## src/rtl/freq_pkg.sv

```systemverilog
// Shared types and defaults for the frequency-counter gate controller.
// States are plain logic constants so older code can compare against them directly.
package freq_pkg;

  localparam int unsigned DEF_WIN_W      = 10;
  localparam int unsigned DEF_MEAS_W     = 16;
  localparam int unsigned DEF_SETTLE_CYC = 3;

  typedef logic [2:0] state_t;

  localparam state_t ST_IDLE   = 3'd0;
  localparam state_t ST_CLEAR  = 3'd1;
  localparam state_t ST_GATE   = 3'd2;
  localparam state_t ST_SETTLE = 3'd3;
  localparam state_t ST_LATCH  = 3'd4;

endpackage

```

## src/rtl/gate_dn_counter.sv

```systemverilog
// Loadable down-counter with zero flag; times both the gate window and the settle gap.
module gate_dn_counter #(
  parameter int unsigned W = 10
) (
  input  logic         clk,
  input  logic         rst_n,
  input  logic         load,
  input  logic [W-1:0] load_val,
  input  logic         dec,
  output logic         zero
);

  logic [W-1:0] cnt_q;

  always_ff @(posedge clk or negedge rst_n) begin
    if (!rst_n) begin
      cnt_q <= '0;
    end else if (load) begin
      cnt_q <= load_val;
    end else if (dec && (cnt_q != '0)) begin
      cnt_q <= cnt_q - W'(1);
    end
  end

  assign zero = (cnt_q == '0);

endmodule

```

## src/rtl/freq_gate_ctrl.sv

```systemverilog
// Measurement-window controller: clear, gate and latch strobes for the frequency counter.
// Define GATE_ABORT_EN to add an abort input that cancels an in-flight window.
module freq_gate_ctrl
  import freq_pkg::*;
#(
  parameter int unsigned WIN_W      = DEF_WIN_W,
  parameter int unsigned SETTLE_CYC = DEF_SETTLE_CYC,
  parameter int unsigned MEAS_W     = DEF_MEAS_W
) (
  input  logic              clk,
  input  logic              rst_n,
  input  logic              start,
  input  logic              continuous,
  input  logic [WIN_W-1:0]  win_len,
`ifdef GATE_ABORT_EN
  input  logic              abort,
`endif
  output logic              busy,
  output logic              clr_pulse,
  output logic              enable,
  output logic              latch_pulse,
  output logic              done,
  output logic [MEAS_W-1:0] meas_cnt
);

  state_t             state_q, state_d;
  logic [WIN_W-1:0]   win_q, win_d;
  logic [WIN_W-1:0]   win_nz;
  logic               cnt_load, cnt_dec, cnt_zero;
  logic [WIN_W-1:0]   cnt_val;

  // A zero-length request still opens the gate for one cycle.
  assign win_nz = (win_len == '0) ? WIN_W'(1) : win_len;

  always_comb begin
    state_d  = state_q;
    win_d    = win_q;
    cnt_load = 1'b0;
    cnt_dec  = 1'b0;
    cnt_val  = win_q - WIN_W'(1);
    case (state_q)
      ST_IDLE: begin
        if (start) begin
          win_d   = win_nz;
          state_d = ST_CLEAR;
        end
      end
      ST_CLEAR: begin
        cnt_load = 1'b1;
        state_d  = ST_GATE;
      end
      ST_GATE: begin
        if (cnt_zero) begin
          cnt_load = 1'b1;
          cnt_val  = WIN_W'(SETTLE_CYC - 1);
          state_d  = ST_SETTLE;
        end else begin
          cnt_dec = 1'b1;
        end
      end
      ST_SETTLE: begin
        if (cnt_zero) begin
          state_d = ST_LATCH;
        end else begin
          cnt_dec = 1'b1;
        end
      end
      ST_LATCH: begin
        if (continuous) begin
          win_d   = win_nz;
          state_d = ST_CLEAR;
        end else begin
          state_d = ST_IDLE;
        end
      end
      default: state_d = ST_IDLE;
    endcase
`ifdef GATE_ABORT_EN
    if (abort && ((state_q == ST_CLEAR) || (state_q == ST_GATE) || (state_q == ST_SETTLE))) begin
      state_d  = ST_IDLE;
      cnt_load = 1'b0;
      cnt_dec  = 1'b0;
    end
`endif
  end

  gate_dn_counter #(
    .W (WIN_W)
  ) u_dn_counter (
    .clk      (clk),
    .rst_n    (rst_n),
    .load     (cnt_load),
    .load_val (cnt_val),
    .dec      (cnt_dec),
    .zero     (cnt_zero)
  );

  // Outputs are decoded from the next state so they switch on the same edge as the state.
  always_ff @(posedge clk or negedge rst_n) begin
    if (!rst_n) begin
      state_q     <= ST_IDLE;
      win_q       <= '0;
      busy        <= 1'b0;
      clr_pulse   <= 1'b0;
      enable      <= 1'b0;
      latch_pulse <= 1'b0;
      done        <= 1'b0;
      meas_cnt    <= '0;
    end else begin
      state_q     <= state_d;
      win_q       <= win_d;
      busy        <= (state_d != ST_IDLE);
      clr_pulse   <= (state_d == ST_CLEAR);
      enable      <= (state_d == ST_GATE);
      latch_pulse <= (state_d == ST_LATCH);
      done        <= (state_d == ST_LATCH);
      if (state_d == ST_LATCH) begin
        meas_cnt <= meas_cnt + MEAS_W'(1);
      end
    end
  end

endmodule

```

## config.mk

```make
export PLATFORM = sky130hd
export DESIGN_NAME = freq_gate_ctrl
export DESIGN_NICKNAME = d
export VERILOG_FILES = /design/src/rtl/freq_pkg.sv /design/src/rtl/gate_dn_counter.sv /design/src/rtl/freq_gate_ctrl.sv
export SDC_FILE = /design/constraint.sdc
export NUM_CORES = 1
export LEC_CHECK = 0
export ABC_AREA = 1
export CAP_MARGIN = 40
export CORE_MARGIN = 4
export CORE_UTILIZATION = 55
export DETAILED_ROUTE_END_ITERATION = 10
export PLACE_DENSITY = 0.81
export SYNTH_ARGS = -nofsm -noshare
export SYNTH_HDL_FRONTEND = slang
export SYNTH_HIERARCHICAL = 1
export SYNTH_SLANG_ARGS = --single-unit
```

## constraint.sdc

```tcl
create_clock -name clk -period 3.12 [get_ports clk]
set_input_delay 0.624 -clock clk [delete_from_list [all_inputs] [get_ports clk]]
set_output_delay 0.624 -clock clk [all_outputs]
set_load 0.05 [all_outputs]
```

# == Word-level counts from Yosys, hierarchy flattened ==
# Cells that the tools add are included.
# op_classes
addsub,3
n_eq_ne,9
muxes,17
n_reduce_logical,10
# op_table
op,n
$mux W10,7
$logic_not A10 Y1,2
$pmux W10 S2,1
$sub A10 B1 Y10 const B,2
$add A16 B1 Y16 const B,1
$pmux W3 S5,1
$reduce_bool A10 Y1,1
$eq A3 B2 Y1 const B,3
$mux W3,3
$eq A3 B1 Y1 const B,2
$eq A3 B3 Y1 const B,2
$mux W1,4
$ne A2 B2 Y1 const B,2
$reduce_bool A2 Y1,2
$logic_not A3 Y1,1
$reduce_and A3 Y1,1
$reduce_bool A3 Y1,1
$pmux W1 S2,1
$reduce_or A2 Y1,1
$logic_and A1 B1 Y1,1
# totals
regBits,43
out_inout_bits,21

# == Longest topological paths before layout ==
# Gate-level depths: netlist of run 1.
# depth
depth_word,6
depth_mapped,13

# == Modules after synthesis ==
# Netlist of run 1, hierarchy kept.
# by_module_without_submodules
module,instances,cells_per_inst,area_per_inst_um2,seq_area_each_um2
freq_gate_ctrl,1,236,1806.7,825.8
gate_dn_counter,1,118,758.2,250.2

# == Worst setup path before layout of run 1 ==
# No wires, ideal clock.
# synth_timing
path_type,register to register
start,register u_dn_counter.cnt_q[0]
end,register u_dn_counter.cnt_q[3]
setup_ps,74
t_arrival_ps,2254
t_required_ps,3046
slack_ps,792
path_stages_with_launch,14
synth_period_minus_slack_ps,2328
path_cell_list,dfrtp_1 -> inv_1 -> ha_1 -> nand3_1 -> nor3_1 -> inv_1 -> nor2_2 -> inv_1 -> nand2_1 -> clkinv_1 -> nand2_4 -> buf_6 -> nand2_1 -> o21ai_2
# synth_lines
element,line_no,rtl
from (decl),gate_dn_counter.sv:13,logic [W-1:0] cnt_q;
from (signal assigned),gate_dn_counter.sv:19,cnt_q <= load_val;
from (signal assigned),gate_dn_counter.sv:21,cnt_q <= cnt_q - W'(1);
$logic_not A10 Y1 *,gate_dn_counter.sv:25,assign zero = (cnt_q == '0);
net cnt_zero,freq_gate_ctrl.sv:29,"logic cnt_load, cnt_dec, cnt_zero;"
$mux W1 *,freq_gate_ctrl.sv:53,if (cnt_zero) begin
$pmux W1 S2 *,freq_gate_ctrl.sv:41,case (state_q)
net cnt_load,freq_gate_ctrl.sv:29,
$mux W10 or $reduce_bool A2 Y1 (tied branches),-,
# Mark *: on every way through the listed nets, which the timed path passes. The rest lies on a longest branch. The select of a mux whose other input is x is not followed.
# A chain may end at the register's enable or synchronous reset.

# == Final worst setup path of run 1 ==
# layout_timing
start,register u_dn_counter.cnt_q[0]
end,register u_dn_counter.cnt_q[5]
# The elaborated chain is that of the path after synthesis.

==> results.md, run 1 <==
- Initial DRC Count: 197
- Row cnt: 24
- Via Count: 2284
- Starting Density: 57.7%
- PortBufs: 34
- Final setup viols: 0
- Register area share after synthesis: 42.0%
- Max-Cap Viols: 0
- Worst Path Max Fanout: 15
- Vias in the first global route: 2059
- Chip width: 76.3 um
- Setup TNS: 0 ns
- Register bit total from synthesis: 43
- Core Region: 4440 um2
- Crit path arrival time: 2.95 ns
- Ys Warns: 6
- Die Footprint: 5820 um2
- Peak VDD IR: 0.000201 V
- Distinct cells, synth: 30
- Clock-pin transition on the worst setup and hold timing paths: 0.09 ns
- Critical Path Sink Type: flop
- Crit path kind: flop to flop
- IO Pins: 35
- Final setup margin: 0.362 ns
- GPL Wtd Cong: 0.868
- First-pass GRT wire length: 9230 um
- DRT Wirelength: 5240 um
- HP Class: primary input to asynchronous set/reset pin
- Share of cells above drive strength 1: 10.2%
- Cts repair resizes: 0
- Hold_buf cts: 0
- Slew @ Worst Pin: 0.512 ns
- FILL cells: 371
- Pwr Density: 332 nW/um2
- Reg2reg end: u_dn_counter/cnt_q[5]$_DFFE_PN0P_
- Max transition margin: 65.7%
- Synthesized area per cell: 7.25 um2
- Count leader, synth: nand2_1
- Post-Syn Instances: 354
- Root buffer cell: clkbuf_8
- DP Worst Slack: 0.425 ns
- Largest area contributor in the netlist: dfrtp_1
- Synthesized area: 2560 um2
- TritonCTS Buffers: 5
- H-tree Lvls: 2
- Share of the synthesized area in the top cell type: 42.0%
- Post-synth ARST share: 100%
- Final Non-Filler Cells: 446
- Clock buffer depth: 2
- Final worst-path cycle share: 88.4%
- Unrepaired setup endpoints after global routing: no
- CTS tree: done
- Internal reg-to-reg setup slack: 0.36 ns
- Post-synth EDFFs: 0
- CP Data Required Time: 3.31 ns
- Total grt overflow: 0
- Dominant cells by area after synthesis: dfrtp_1 42%, nand2_1 16%, nor2_1 7.0%
- Avg WL per Cell: 11.7 um
- Setup crit start kind: flop
- Setup repair bufs after CTS: 0
- Hpwl dp: 4050 um
- Ys flop type: dfrtp_1
- DP Cell Count: 438
- Worst-Skew Late Latency: 0.30 ns
- GRT Util Overall: 18.8%
- Antenna violations before repair: 0
- Static Leak: 1.46 nW
- Final Hold Fails: 0
- Post-DRT Antenna Nets: 0
- Diode count: 0
- # DRC: 0
- NumNets Final: 410
- R2r startpoint: u_dn_counter/cnt_q[0]$_DFFE_PN0P_
- Clock Sinks: 43
- Fin. max-slew vios: 0
- Reg2reg path depth: 13
- P&R area growth vs syn: 20.1%
- Chip Height: 76.3 um
- Via density: 5.12
- Clock skew: 0.00794 ns
- FMAX: 363 MHz
- Status: complete, no violations
- Syn_nets: 371
- Top cells by count, synth: 110 x nand2_1, 48 x nor2_1, 43 x dfrtp_1, 43 x inv_1, 24 x nand3_1
- Largest net degree at the start of global routing: 26
- Crit path time final: 2.76 ns
- TritonRoute pass-1 iters: 4
[per-layer routing]
layer	vias to the layer above	share of wire [%]	global-route usage, %
met3	4	5.4	3.19
met4	0	0.82	4.53
li1	1195	-	-
met1	1016	49	27.5
met5	-	0	0
met2	69	44	29.3
[power breakdown]
part	internal [mW]	leakage, nW	switching (mW)	total (mW)
Sequential	0.557	0.519	0	0.557
Clock	0.238	0.0581	0.194	0.432
Combinational	0.0181	0.884	0.0162	0.0342
Total	0.813	1.46	0.210	1.02
[layout by cell type, fill, tap and decap left out]
master | synthesis | final
nor3_1 | 5 | 5
clkinv_4 | 0 | 1
clkbuf_8 | 0 | 5
nor2_2 | 4 | 4
clkinv_2 | 1 | 2
xnor2_1 | 4 | 4
xor2_1 | 6 | 6
nand3b_1 | 3 | 3
nand4_1 | 10 | 10
nand2_4 | 1 | 1
clkdlybuf4s50_1 | 0 | 33
o21ai_0 | 12 | 12
nor2_4 | 1 | 1
o21bai_1 | 2 | 2
nor3_4 | 1 | 1
buf_2 | 1 | 1
nand2_2 | 5 | 5
or2_2 | 1 | 1
or2_1 | 1 | 1
a21oi_1 | 5 | 5
inv_2 | 1 | 1
ha_1 | 3 | 3
nand2_1 | 110 | 110
buf_16 | 0 | 1
nor2_1 | 48 | 48
dfrtp_1 | 43 | 43
buf_4 | 1 | 2
bufinv_16 | 0 | 1
clkinv_1 | 1 | 1
o21ai_2 | 13 | 13
inv_1 | 43 | 43
a31oi_1 | 1 | 1
nand3_1 | 24 | 24
[logic make-up (layout without fill, tap and decap cells)]
group / count (synthesis) / in the layout / synth area share [%]
compound gates: 33 / 33 / 8.59
xor+xnor: 10 / 10 / 3.41
flops: 43 / 43 / 42.0
fa+ha+maj: 3 / 3 / 1.46
buf+inv: 51 / 91 / 8.29
simple gates: 214 / 214 / 36.3
[stage by stage]
step | power, mW | cell area [um2] | util [%] | hold slack [ns]
6_report | 1.02 | 3080 | 69.3 | 0.272
5_1_grt | 1.06 | 3080 | 69.3 | 0.305
4_1_cts | 1.04 | 3080 | 69.3 | 0.287
3_5_place_dp | 0.603 | 2970 | 66.8 | 0.512
3_3_place_gp | 0.598 | 2940 | 66.2 | 0.508
2_1_floorplan | 0.571 | 2560 | - | 0.328
[cell type report]
type	instances	area, um2	area share [%]
clock buffers	5	68.8	2.23
clock inverters	3	43.8	1.42
inverters	46	174	5.64
multi-input cells	260	1280	41.4
flip-flops and latches	43	1080	34.9
well taps	52	65.1	2.11
repair buffers	37	378	12.3
[sequential cells by signal (all words and copies together), names as in the netlist]
signal	count
meas_cnt	16
u_dn_counter/cnt_q	10
win_q	10
state_q	3
busy	1
clr_pulse	1
done	1
enable	1
[how the worst max path moves through the flow]
stage	endpoint	start	depth (start not counted)	slack (ns)
global placement	u_dn_counter/cnt_q[8]$_DFFE_PN0P_	u_dn_counter/cnt_q[0]$_DFFE_PN0P_	13	0.54
CTS	u_dn_counter/cnt_q[8]$_DFFE_PN0P_	u_dn_counter/cnt_q[0]$_DFFE_PN0P_	13	0.39
detailed placement	u_dn_counter/cnt_q[5]$_DFFE_PN0P_	u_dn_counter/cnt_q[0]$_DFFE_PN0P_	13	0.42
finish	u_dn_counter/cnt_q[5]$_DFFE_PN0P_	u_dn_counter/cnt_q[0]$_DFFE_PN0P_	13	0.36
global route	u_dn_counter/cnt_q[8]$_DFFE_PN0P_	u_dn_counter/cnt_q[0]$_DFFE_PN0P_	13	0.09
floorplan	u_dn_counter/cnt_q[3]$_DFFE_PN0P_	u_dn_counter/cnt_q[0]$_DFFE_PN0P_	13	0.79
[worst max-delay path, stage by stage (launching register included)]
cell,delay (ns)
dfrtp_1,0.38
inv_1,0.11
ha_1,0.25
nand3_1,0.13
nor3_1,0.22
inv_1,0.17
nor2_2,0.36
inv_1,0.15
nand2_1,0.11
clkinv_1,0.28
nand2_4,0.29
inv_1,0.08
nand2_1,0.06
nand2_1,0.05
No activity file was read; power rests on OpenSTA's default activity.
==> inputs of run 2 (changes only) <==
--- a/config.mk
+++ b/config.mk
@@ -8,9 +8,9 @@
 export ABC_AREA = 1
 export CAP_MARGIN = 40
 export CORE_MARGIN = 4
-export CORE_UTILIZATION = 55
+export CORE_UTILIZATION = 59
 export DETAILED_ROUTE_END_ITERATION = 10
-export PLACE_DENSITY = 0.81
+export PLACE_DENSITY = 0.86
 export SYNTH_ARGS = -nofsm -noshare
 export SYNTH_HDL_FRONTEND = slang
 export SYNTH_HIERARCHICAL = 1
==> constraint.sdc (replaced) <==
create_clock -name clk -period 3.5 [get_ports clk]
set_input_delay 0.7 -clock clk [delete_from_list [all_inputs] [get_ports clk]]
set_output_delay 0.7 -clock clk [all_outputs]
set_load 0.05 [all_outputs]
==> run 2 against run 1 <==
  * Sequential share of layout area grew 0.43 points
  * Maximum frequency shrank 9.3%
  * Global-route usage grew 2.7 points
  * Via count grew 2.2%
  * Cell area shrank 1.2%
  * Utilization grew 4.6 points
  * Critical path depth is the same
==> results.md, run 2 (synthesis gave the netlist of run 1 again) <==
- Initial DRC Count: 172 (was 197)
- Clock buffer depth: 2 (unchanged)
- Setup crit start kind: flop (unchanged)
- Via Count: 2334 (was 2284)
- TritonCTS Buffers: 5 (unchanged)
- Hpwl dp: 4260 um (was 4050 um)
- Largest net degree at the start of global routing: 26 (unchanged)
- GRT Util Overall: 21.6% (was 18.8%)
- Final Non-Filler Cells: 443 (was 446)
- CP Data Required Time: 3.69 ns (was 3.31 ns)
- Placed instance area: 2960 um2 (was 2970 um2)
- Max transition margin: 66.3% (was 65.7%)
- Clock-pin transition on the worst setup and hold timing paths: 0.08 ns (was 0.09 ns)
- HP Class: primary input to asynchronous set/reset pin (unchanged)
- CTS tree: done (unchanged)
- Chip width: 73.9 um (was 76.3 um)
- Final worst-path cycle share: 86.9% (was 88.4%)
- Peak VDD IR: 0.000232 V (was 0.000201 V)
- FILL cells: 321 (was 371)
- IO Pins: 35 (unchanged)
- Row cnt: 23 (was 24)
- Setup TNS: 0 ns (unchanged)
- Die Footprint: 5470 um2 (was 5820 um2)
- TritonRoute pass-1 iters: 4 (unchanged)
- # DRC: 0 (unchanged)
- Crit path kind: flop to flop (unchanged)
- First-pass GRT wire length: 9270 um (was 9230 um)
- GPL Wtd Cong: 0.900 (was 0.868)
- DP Worst Slack: 0.478 ns (was 0.425 ns)
- Cts repair resizes: 0 (unchanged)
- Slowest stage cell, crit path: dfrtp_1 (unchanged)
- H-tree Lvls: 2 (unchanged)
- Total grt overflow: 0 (unchanged)
- Clock Sinks: 43 (unchanged)
- Max reg flops: 16 (unchanged)
- CP peak stage delay: 0.38 ns (about the same)
- DP Cell Count: 435 (was 438)
- Final setup margin: 0.460 ns (was 0.362 ns)
- Root buffer cell: clkbuf_8 (unchanged)
- Commonest non-fill, non-tap cell in the layout: nand2_1 (unchanged)
- Share of cells above drive strength 1: 9.67% (was 10.2%)
- Setup repair bufs after CTS: 0 (unchanged)
- Largest Register: meas_cnt (unchanged)
- Max-Cap Viols: 0 (unchanged)
- FMAX: 329 MHz (was 363 MHz)
- Core Region: 4120 um2 (was 4440 um2)
- Hold_buf cts: 0 (unchanged)
- Final Instance Area: 3040 um2 (was 3080 um2)
- Diode count: 0 (unchanged)
- Vias in the first global route: 2157 (was 2059)
- Avg WL per Cell: 12.4 um (was 11.7 um)
- Worst path buffer plus inverter count: 5 (unchanged)
- Final Hold Fails: 0 (unchanged)
- Worst Path Max Fanout: 15 (unchanged)
- Largest regs: meas_cnt x16, u_dn_counter/cnt_q x10, win_q x10 (unchanged)
- Crit path arrival time: 3.23 ns (was 2.95 ns)
- Slew @ Worst Pin: 0.504 ns (was 0.512 ns)
- Worst-Skew Late Latency: 0.29 ns (was 0.30 ns)
- Unrepaired setup endpoints after global routing: no (unchanged)
- NumNets Final: 409 (was 410)
- Fin. max-slew vios: 0 (unchanged)
- Post-DRT Antenna Nets: 0 (unchanged)
- Reg area: 1080 um2 (unchanged)
- Via density: 5.27 (was 5.12)
- Final setup viols: 0 (unchanged)
- Pwr Density: 275 nW/um2 (was 332 nW/um2)
- Total Power: 836 uW (was 1.02 mW)
- Crit-path leading delay family: simple AND/OR/NAND/NOR gates (unchanged)
- Starting Density: 62.3% (was 57.7%)
- Most frequent cells in the layout: 110 x nand2_1, 48 x nor2_1, 43 x inv_1, 43 x dfrtp_1, 33 x clkdlybuf4s50_1 (unchanged)
- Final Hold Slack: 0.359 ns (was 0.272 ns)
- Most frequent cell on the critical path: inv_1 (unchanged)
- Chip Height: 73.9 um (was 76.3 um)
- PortBufs: 34 (unchanged)
- CP Cell Sequence: inv_1 > ha_1 > nand3_1 > nor3_1 > inv_1 > nor2_2 > inv_1 > nand2_1 > clkinv_1 > nand2_4 > inv_1 > nand2_1 > nand2_1 (unchanged)
- Util after Layout: 74.0% (was 69.3%)
- Crit path time final: 3.04 ns (was 2.76 ns)
- P&R area growth vs syn: 18.7% (was 20.1%)
- Clock skew: 0.00679 ns (was 0.00794 ns)
- Status: complete, no violations (unchanged)
- Antenna violations before repair: 0 (unchanged)
- DRT Wirelength: 5510 um (was 5240 um)
- Multi-input logic area: 1280 um2 (unchanged)
- Critical Path Sink Type: flop (unchanged)
- Static Leak: 1.44 nW (was 1.46 nW)
## run 2: cell count changes in the layout (fill, tap and decap cells not counted)
cell / previous run / this run
clkinv_4: 1 / 0
clkbuf_1: 0 / 1
buf_4: 2 / 1
clkinvlp_4: 0 / 1
bufinv_16: 1 / 0
## run 2: final cells by class
type / instances / area share, %
clock buffers: 6 / 2.38
multi-input cells: 260 / 41.9
clock inverters: 2 / 0.411
inverters: 46 / 5.71
repair buffers: 36 / 12.2
well taps: 50 / 2.06
flip-flops and latches: 43 / 35.3
## run 2: power by group
part           internal [mW]  total, mW  leakage [nW]  switching, mW
combinational         0.0161     0.0311         0.878         0.0149
sequential             0.496      0.496         0.519              0
clock                  0.140      0.309        0.0412          0.170
## run 2: final timing paths
kind / endpoint / from / cells after the start / slack [ns]
setup / recovery: u_dn_counter/cnt_q[8]$_DFFE_PN0P_ / u_dn_counter/cnt_q[0]$_DFFE_PN0P_ / 13 / 0.46
hold / removal: clr_pulse$_DFF_PN0_ / rst_n / 1 / 0.36
setup reg to reg: u_dn_counter/cnt_q[8]$_DFFE_PN0P_ / u_dn_counter/cnt_q[0]$_DFFE_PN0P_ / 13 / 0.46
hold reg to reg: meas_cnt[6]$_DFFE_PN0N_ / meas_cnt[6]$_DFFE_PN0N_ / 1 / 0.53
max in group asynchronous: done$_DFF_PN0_ / rst_n / 2 / 2.65
min in group clk: meas_cnt[6]$_DFFE_PN0N_ / meas_cnt[6]$_DFFE_PN0N_ / 1 / 0.53
## run 2: layer usage
layer	wire length [um]	global-route usage, %	share of wire [%]
met2	2620	34.8	48
met5	0	0	0
met4	31	6.84	0.56
met3	234	4.86	4.2
met1	2620	29.1	48
## run 2: worst register-to-register path: stages (launching register included)
cell and delay, ns:
dfrtp_1 0.38, inv_1 0.11, ha_1 0.26, nand3_1 0.15, nor3_1 0.23, inv_1 0.17, nor2_2 0.32, inv_1 0.14
nand2_1 0.31, clkinv_1 0.37, nand2_4 0.30, inv_1 0.09, nand2_1 0.06, nand2_1 0.05
